--- src/rtl/led_matrix_pwm_driver.sv ---
// ============================================================================
// Module  : led_matrix_pwm_driver
// Brief   : Single-clock LED matrix scan driver with serial frame load,
//           tear-free frame swap, column blanking and per-pixel PWM.
// Revision: 1.0 - initial release
// ============================================================================
`default_nettype none

module led_matrix_pwm_driver #(
  parameter int unsigned NCOLS        = 8,
  parameter int unsigned NROWS        = 8,
  parameter int unsigned BPP          = 2,
  parameter int unsigned SLOT_LOG2    = 5,
  parameter int unsigned BLANK_CYCLES = 2
) (
  input  logic             clk,
  input  logic             rst_n,
  input  logic             din,
  input  logic             dclk,
  input  logic             strobe,
  output logic [NROWS-1:0] row_out,
  output logic [NCOLS-1:0] col_sel,
  output logic             frame_sync
);

  localparam int unsigned c_width = NCOLS * NROWS * BPP;
  localparam int unsigned c_col_w = (NCOLS > 1) ? $clog2(NCOLS) : 1;
  localparam int unsigned c_pix_w = NROWS * BPP;
  localparam logic [c_col_w-1:0]   c_last_col = c_col_w'(NCOLS - 1);
  localparam logic [SLOT_LOG2-1:0] c_blank    = SLOT_LOG2'(BLANK_CYCLES);
  localparam logic [NCOLS-1:0]     c_col_one  = {{(NCOLS-1){1'b0}}, 1'b1};

  logic [1:0]             din_sync_q;
  logic [2:0]             dclk_sync_q;
  logic [2:0]             strobe_sync_q;

  logic [c_width-1:0]     chain_q,   chain_d;
  logic [c_width-1:0]     stage_q,   stage_d;
  logic [c_width-1:0]     disp_q,    disp_d;
  logic                   pending_q, pending_d;
  logic [SLOT_LOG2-1:0]   slot_q,    slot_d;
  logic [c_col_w-1:0]     col_q,     col_d;

  logic [NROWS-1:0]       row_out_q,    row_out_d;
  logic [NCOLS-1:0]       col_sel_q,    col_sel_d;
  logic                   frame_sync_q, frame_sync_d;

  logic                   w_dclk_rise;
  logic                   w_strobe_rise;
  logic                   w_slot_last;
  logic                   w_boundary;
  logic                   w_blank;
  logic [BPP-1:0]         w_phase;
  logic [c_pix_w-1:0]     w_col_pix;

  // Third stage of dclk/strobe is only the edge-detect reference.
  always_ff @(posedge clk or negedge rst_n) begin
    if (!rst_n) begin
      din_sync_q    <= '0;
      dclk_sync_q   <= '0;
      strobe_sync_q <= '0;
    end else begin
      din_sync_q    <= {din_sync_q[0], din};
      dclk_sync_q   <= {dclk_sync_q[1:0], dclk};
      strobe_sync_q <= {strobe_sync_q[1:0], strobe};
    end
  end

  assign w_dclk_rise   = dclk_sync_q[1] & ~dclk_sync_q[2];
  assign w_strobe_rise = strobe_sync_q[1] & ~strobe_sync_q[2];
  assign w_slot_last   = (slot_q == '1);
  assign w_boundary    = w_slot_last && (col_q == c_last_col);

  always_comb begin
    chain_d   = chain_q;
    stage_d   = stage_q;
    disp_d    = disp_q;
    pending_d = pending_q;
    slot_d    = slot_q + 1'b1;
    col_d     = col_q;

    if (w_dclk_rise) begin
      chain_d = {chain_q[c_width-2:0], din_sync_q[1]};
    end
    // Stage samples the pre-shift chain; swap uses the pre-capture stage.
    if (w_strobe_rise) begin
      stage_d = chain_q;
    end
    if (w_boundary && pending_q) begin
      disp_d = stage_q;
    end
    if (w_strobe_rise) begin
      pending_d = 1'b1;
    end else if (w_boundary) begin
      pending_d = 1'b0;
    end

    if (w_slot_last) begin
      col_d = (col_q == c_last_col) ? '0 : col_q + 1'b1;
    end
  end

  assign w_blank   = (slot_q < c_blank);
  assign w_phase   = slot_q[SLOT_LOG2-1 -: BPP];
  assign w_col_pix = disp_q[int'(col_q) * c_pix_w +: c_pix_w];

  always_comb begin
    row_out_d    = '0;
    col_sel_d    = '0;
    frame_sync_d = (slot_q == '0) && (col_q == '0);
    if (!w_blank) begin
      col_sel_d = c_col_one << col_q;
      for (int r = 0; r < int'(NROWS); r++) begin
        row_out_d[r] = (w_col_pix[r*BPP +: BPP] > w_phase);
      end
    end
  end

  always_ff @(posedge clk or negedge rst_n) begin
    if (!rst_n) begin
      chain_q      <= '0;
      stage_q      <= '0;
      disp_q       <= '0;
      pending_q    <= 1'b0;
      slot_q       <= '0;
      col_q        <= '0;
      row_out_q    <= '0;
      col_sel_q    <= '0;
      frame_sync_q <= 1'b0;
    end else begin
      chain_q      <= chain_d;
      stage_q      <= stage_d;
      disp_q       <= disp_d;
      pending_q    <= pending_d;
      slot_q       <= slot_d;
      col_q        <= col_d;
      row_out_q    <= row_out_d;
      col_sel_q    <= col_sel_d;
      frame_sync_q <= frame_sync_d;
    end
  end

  assign row_out    = row_out_q;
  assign col_sel    = col_sel_q;
  assign frame_sync = frame_sync_q;

endmodule

`default_nettype wire

--- config.mk ---
export PLATFORM = sky130hd
export DESIGN_NAME = led_matrix_pwm_driver
export DESIGN_NICKNAME = d
export VERILOG_FILES = /design/src/rtl/led_matrix_pwm_driver.sv
export SDC_FILE = /design/constraint.sdc
export NUM_CORES = 1
export LEC_CHECK = 0
export CORE_AREA = 3 3 206 208
export DETAILED_ROUTE_END_ITERATION = 6
export DIE_AREA = 0 0 209 211
export SYNTH_ARGS = -nofsm -noshare
export SYNTH_HDL_FRONTEND = slang
export SYNTH_SLANG_ARGS = --single-unit
--- constraint.sdc ---
create_clock -name clk -period 1.98 [get_ports clk]
set_input_delay 0.198 -clock clk [delete_from_list [all_inputs] [get_ports clk]]
set_output_delay 0.198 -clock clk [all_outputs]
set_load 0.02 [all_outputs]
Word-level counts from Yosys, hierarchy flattened:

Index checks and enable logic that the tools add are counted.

* shift-type cells: 2
* $lt $le $gt $ge: 9
* div/mod/pow operators: 0
* multiplexer cells: 5
* add/subtract/negate cells: 2
* multipliers: 0
* equality and inequality tests: 2
* bitwise operators: 4
* reductions and logical operators: 6

Operators by type and width (count)
* 128-bit by 8-bit indexed part select with 16-bit output: 1
* 2-bit > comparator: 8
* 8-bit 2-to-1 mux: 2
* 1-bit by 3-bit << shifter with 8-bit output (first input constant): 1
* 5-bit by 1-bit adder with 5-bit output (second input constant): 1
* 5-bit == test (second input constant): 1
* 5-bit zero test: 1
* 5-bit by 2-bit less-than comparator with 1-bit output (second input constant): 1
* 3-bit by 1-bit adder with 3-bit output (second input constant): 1
* 3-bit == test (second input constant): 1
* 1-bit logical AND: 3
* 3-bit zero test: 1
* 3-bit 2-to-1 mux: 1
* 1-bit AND: 2
* 1-bit 2-to-1 mux: 2
* 1-bit inverter: 2
* 2-bit nonzero test: 1

* memory bits (writable): 0
* register bits: 418
* bits in read-only memories: 0
* memories: 0
* bits of input ports: 5
* logic and storage cells: 42
* bits in latches: 0

Depth between registers and ports, before layout:

* word-level depth: 4
* mapped depth: 7
* gate-level depth less buffers: 5

Worst setup path before layout:

Ideal clock, no wire load.

* path type: register to register
* start: reg col_q[0]
* end: reg row_out_q[4], in the netlist row_out[4]
* slack: -0.138 ns
* library setup time: 0.104 ns
* data arrival time: 2.014 ns
* path buffers: 2
* cell stages (with the launch flop): 8
* required time: 1.876 ns
* path through: dfrtp_1 > buf_6 > buf_6 > mux4_1 > mux2_2 > ha_1 > nand2b_1 > a221oi_1

* cells in the longest elaborated chain, start to end: 3

RTL lines
* start, declared: RTL line 42 `logic [c_col_w-1:0] col_q, col_d;`
* start signal, assigned: RTL line 136 `col_q <= col_d;`
* 128-bit by 8-bit indexed part select with 16-bit output: RTL line 105 `assign w_col_pix = disp_q[int'(col_q) * c_pix_w +: c_pix_w];`
* 2-bit > comparator: RTL line 114 `row_out_d[r] = (w_col_pix[r*BPP +: BPP] > w_phase);`
* 8-bit 2-to-1 mux: RTL line 111 `if (!w_blank) begin`
* named net row_out_d[4]: RTL line 44 `logic [NROWS-1:0] row_out_q, row_out_d;`
* end signal, assigned: RTL line 137 `row_out_q <= row_out_d;`
* end, declared: RTL line 44

The timed path passes the listed nets, and every way through them passes these cells.
A chain may end at the register's enable or synchronous reset.

Worst setup path in the final report:

* start: reg col_q[0]
* end: reg row_out_q[1], in the netlist row_out[1]

Same word-level chain as after synthesis.

==> results.rst <==
.. list-table::
   :header-rows: 1

   * - Metric
     - Value
   * - Clock-pin slew reported for the worst setup and hold paths after clock tree synthesis
     - ~0.06 ns
   * - Cell with the most instances after synthesis
     - sky130_fd_sc_hd__dfrtp_1
   * - Synthesized netlist cell count
     - 984
   * - FFs w/ async S/R, synth
     - 100%
   * - Combined global-route utilization of all metal layers
     - roughly 15%
   * - Width of the chip
     - approximately 210 µm
   * - Pwr Density
     - about 880 nW/µm²
   * - RSZ-0062 raised after global routing
     - true
   * - Die area
     - roughly 44000 µm²
   * - Post-Route Utilization
     - between 40% and 50%
   * - Hold WS
     - ~0.098 ns
   * - Worst Clk Skew
     - roughly 0.014 ns
   * - Clock latency on the worst-skew pair
     - ~0.55 ns
   * - Post-DRT Antenna Nets
     - 0
   * - Leakage
     - around 10 nW
   * - Final wirelength
     - 32800 µm
   * - Final worst setup slack
     - -0.211 ns
   * - Mean instance size in the synthesized netlist
     - 17.0 µm²
   * - Total count of max-transition violations in the final report
     - 0
   * - Hold Path End
     - strobe_sync_q[0]
   * - First-pass GRT wire length
     - approximately 52000 µm
   * - Worst-case clock buffer depth
     - 3
   * - Deepest level of the CTS H-tree
     - 2
   * - Hold Crit Start
     - strobe
   * - Status
     - finished, violations left
   * - Area Growth Syn to Fin
     - 20.1%
   * - Number of global-route vias before repair
     - slightly below 9000
   * - Number of cells on the worst reg-to-reg path
     - 6
   * - Vias per std cell
     - about 5
   * - Buffers on Ports
     - 21
   * - Number of storage elements in the synthesis netlist
     - 418
   * - Transition time at the pin with the least slew margin
     - about 0.49 ns
   * - Nets in the synthesized netlist
     - slightly above 1000
   * - Die Y-Extent
     - 211 µm
   * - Routed len/inst
     - roughly 20 µm
   * - CTS Buf Count
     - 44
   * - Std cell rows
     - 74
   * - Placer congestion estimate
     - between 0.7 and 0.8
   * - Number of sinks handled by clock tree synthesis
     - about 420
   * - Detailed-router iteration count before antenna repair
     - 4
   * - Capturing element type of the critical path
     - flop
   * - Max Cap Violations
     - 0
   * - Diodes inserted
     - 0
   * - Violations in the final reports
     - setup timing
   * - Worst hold-check path type
     - in -> reg
   * - R2r startpoint
     - col_q[0]
   * - Sequential-to-total area share from yosys stat
     - 62.7%
   * - EDFF count, synth
     - 0
   * - Total of warnings raised by yosys
     - 0
   * - Count of unique library cells instantiated by Yosys
     - 29
   * - Cell area after technology mapping
     - 16700 µm²
   * - Signal arrival time at the worst endpoint
     - 2.64 ns
   * - TritonCTS clock tree
     - done
   * - Leading post-synthesis cells by cell area
     - sky130_fd_sc_hd__dfrtp_1, sky130_fd_sc_hd__mux2_2, sky130_fd_sc_hd__mux4_1
   * - Iter 0 DRT Violations
     - 412
   * - Vias post-DR
     - between 8000 and 9000
   * - Final Net Count
     - 1102
   * - Req. time, crit path
     - around 2.4 ns
   * - WHS Path Cells
     - 1
   * - Final Critical Period
     - between 2 and 2.5 ns
   * - Total I/O pin count
     - 22
   * - Total core area
     - between 40000 and 50000 µm²
   * - Antenna violations before repair
     - 0
   * - Max Clk Rate
     - approximately 0.46 GHz
   * - Flop-to-flop setup slack
     - -0.21 ns
   * - Largest area contributor in the synthesized netlist
     - sky130_fd_sc_hd__dfrtp_1
   * - Fill cell total of the finished layout
     - 3418
   * - Count of endpoints failing hold in the final timing report
     - 0
   * - Worst IR Drop VDD
     - approximately 0.72 mV
   * - Fraction of synthesized cell area taken by the top area cell type
     - about 63%
   * - Final setup vio count
     - 85
   * - Most frequent cells after synthesis
     - sky130_fd_sc_hd__dfrtp_1, sky130_fd_sc_hd__mux2_2, sky130_fd_sc_hd__buf_2, sky130_fd_sc_hd__ha_1, sky130_fd_sc_hd__mux4_1
   * - Main flop type after synthesis
     - sky130_fd_sc_hd__dfrtp_1
   * - Worst-path fanout max
     - 7
   * - Post-route DRC violation count
     - 0
   * - Crit Path Class
     - reg -> reg
   * - Root buf cell
     - sky130_fd_sc_hd__clkbuf_16
   * - Slew headroom
     - around two thirds
   * - Starting utilization of the core area
     - 41.0%
   * - Remaining Overflow, GRT
     - 0
   * - DP Worst Slack
     - -0.216 ns
   * - Layout cell share with drive strength beyond 1
     - a little over half
   * - Startpoint types
     - flop
   * - Worst flop-to-flop path endpoint
     - row_out[1]
   * - Final HPWL DP
     - slightly below 20000 µm
   * - Period Utilization, post-route
     - 111%
   * - Pin count of the biggest net entering global routing
     - 69
## layer usage
layer | track usage, % | up-vias | share of wire [%]
met4 | 4.00 | 0 | 2.1
met2 | 23.2 | 93 | 47
met1 | 21.6 | 4419 | 49
li1 | - | 3742 | -
met5 | 0 | - | 0
met3 | 2.15 | 49 | 2.5
## registers in the layout, indices dropped and copies added (netlist names), 2 cells and up
| signal | count |
|---|---|
| chain_q | 128 |
| disp_q | 128 |
| stage_q | 128 |
| col_sel | 8 |
| row_out | 8 |
| slot_q | 5 |
| col_q | 3 |
| dclk_sync_q | 3 |
| strobe_sync_q | 3 |
| din_sync_q | 2 |
## worst max path at each step
stage                         from         end  slack (ns)  depth (start not counted)
after global placement    col_q[0]  row_out[3]       -0.14                          6
after floorplan           col_q[0]  row_out[1]       -0.07                          6
after global routing      col_q[0]  row_out[1]       -0.28                          6
final                     col_q[0]  row_out[1]       -0.21                          6
after CTS                 col_q[0]  row_out[1]       -0.20                          6
after detailed placement  col_q[0]  row_out[1]       -0.22                          6
## critical path: stages (launching register included)
cell	delay [ns]
sky130_fd_sc_hd__dfrtp_2	0.42
sky130_fd_sc_hd__buf_12	0.15
sky130_fd_sc_hd__mux4_4	0.62
sky130_fd_sc_hd__mux2_4	0.30
sky130_fd_sc_hd__ha_4	0.30
sky130_fd_sc_hd__nand2b_4	0.06
sky130_fd_sc_hd__a221oi_4	0.24
## layout by cell type, fill, tap and decap left out, drive strengths merged, types with 2 or more instances in the layout
cell type | Yosys | routed
clkdlybuf4s50 | 0 | 20
clkbuf | 4 | 68
ha | 25 | 25
clkinv | 0 | 9
nand2b | 8 | 8
bufinv | 0 | 2
nand2 | 2 | 2
clkinvlp | 0 | 2
mux4 | 32 | 32
inv | 14 | 17
dfrtp | 418 | 418
and3 | 7 | 7
mux2i | 8 | 8
nand3 | 2 | 2
nor2b | 2 | 2
o21ai | 2 | 2
and2 | 2 | 2
buf | 48 | 65
mux2 | 392 | 392
a221oi | 8 | 8
## kinds of logic (layout without fill, tap and decap cells)
group / count (synthesis) / in the layout / synth area share (%)
compound gates: 12 / 12 / 0.555
fa+ha+maj: 25 / 25 / 1.87
buf+inv: 66 / 184 / 1.99
simple gates: 29 / 29 / 1.06
mux: 432 / 432 / 31.7
flops: 418 / 418 / 62.7
xor+xnor: 2 / 2 / 0.105
## where the power goes
part	switching, mW	internal, mW
clock	3.29	4.62
sequential	0.194	8.84
combinational	0.361	0.358
total	3.84	13.8
## what timing repair did
| action | in CTS | in global routing |
|---|---|---|
| pin swaps | 0 | 2 |
| hold endpoints to repair | 122 | 0 |
| gates resized for setup | 10 | 28 |
| setup endpoints to repair | 101 | 91 |
| hold buffers | 1 | 0 |
| gates cloned | 4 | 11 |
| setup buffers | 2 | 6 |
## per-stage QoR
stage	TNS, ns	std cells	power (mW)	cell area, µm²
final	-3.73	1634	17.7	20000
after global routing	-11.54	1634	18.4	20000
after CTS	-1.56	1617	18.0	19600
after detailed placement	-4.65	1534	9.93	18000
after global placement	-3.68	1534	9.90	18000
after floorplan	-0.496	984	9.52	16800
## layout make-up
| cell class | instances | area, µm² | area share (%) |
|---|---|---|---|
| timing repair buffer | 94 | 1360 | 6.78 |
| inverter | 14 | 52.6 | 0.262 |
| clock inverter | 16 | 146 | 0.731 |
| sequential | 418 | 10500 | 52.2 |
| clock buffer | 60 | 1230 | 6.15 |
| tap | 532 | 666 | 3.32 |
| multi-input combinational | 500 | 6120 | 30.5 |
Power figures use the tool's default switching activity.
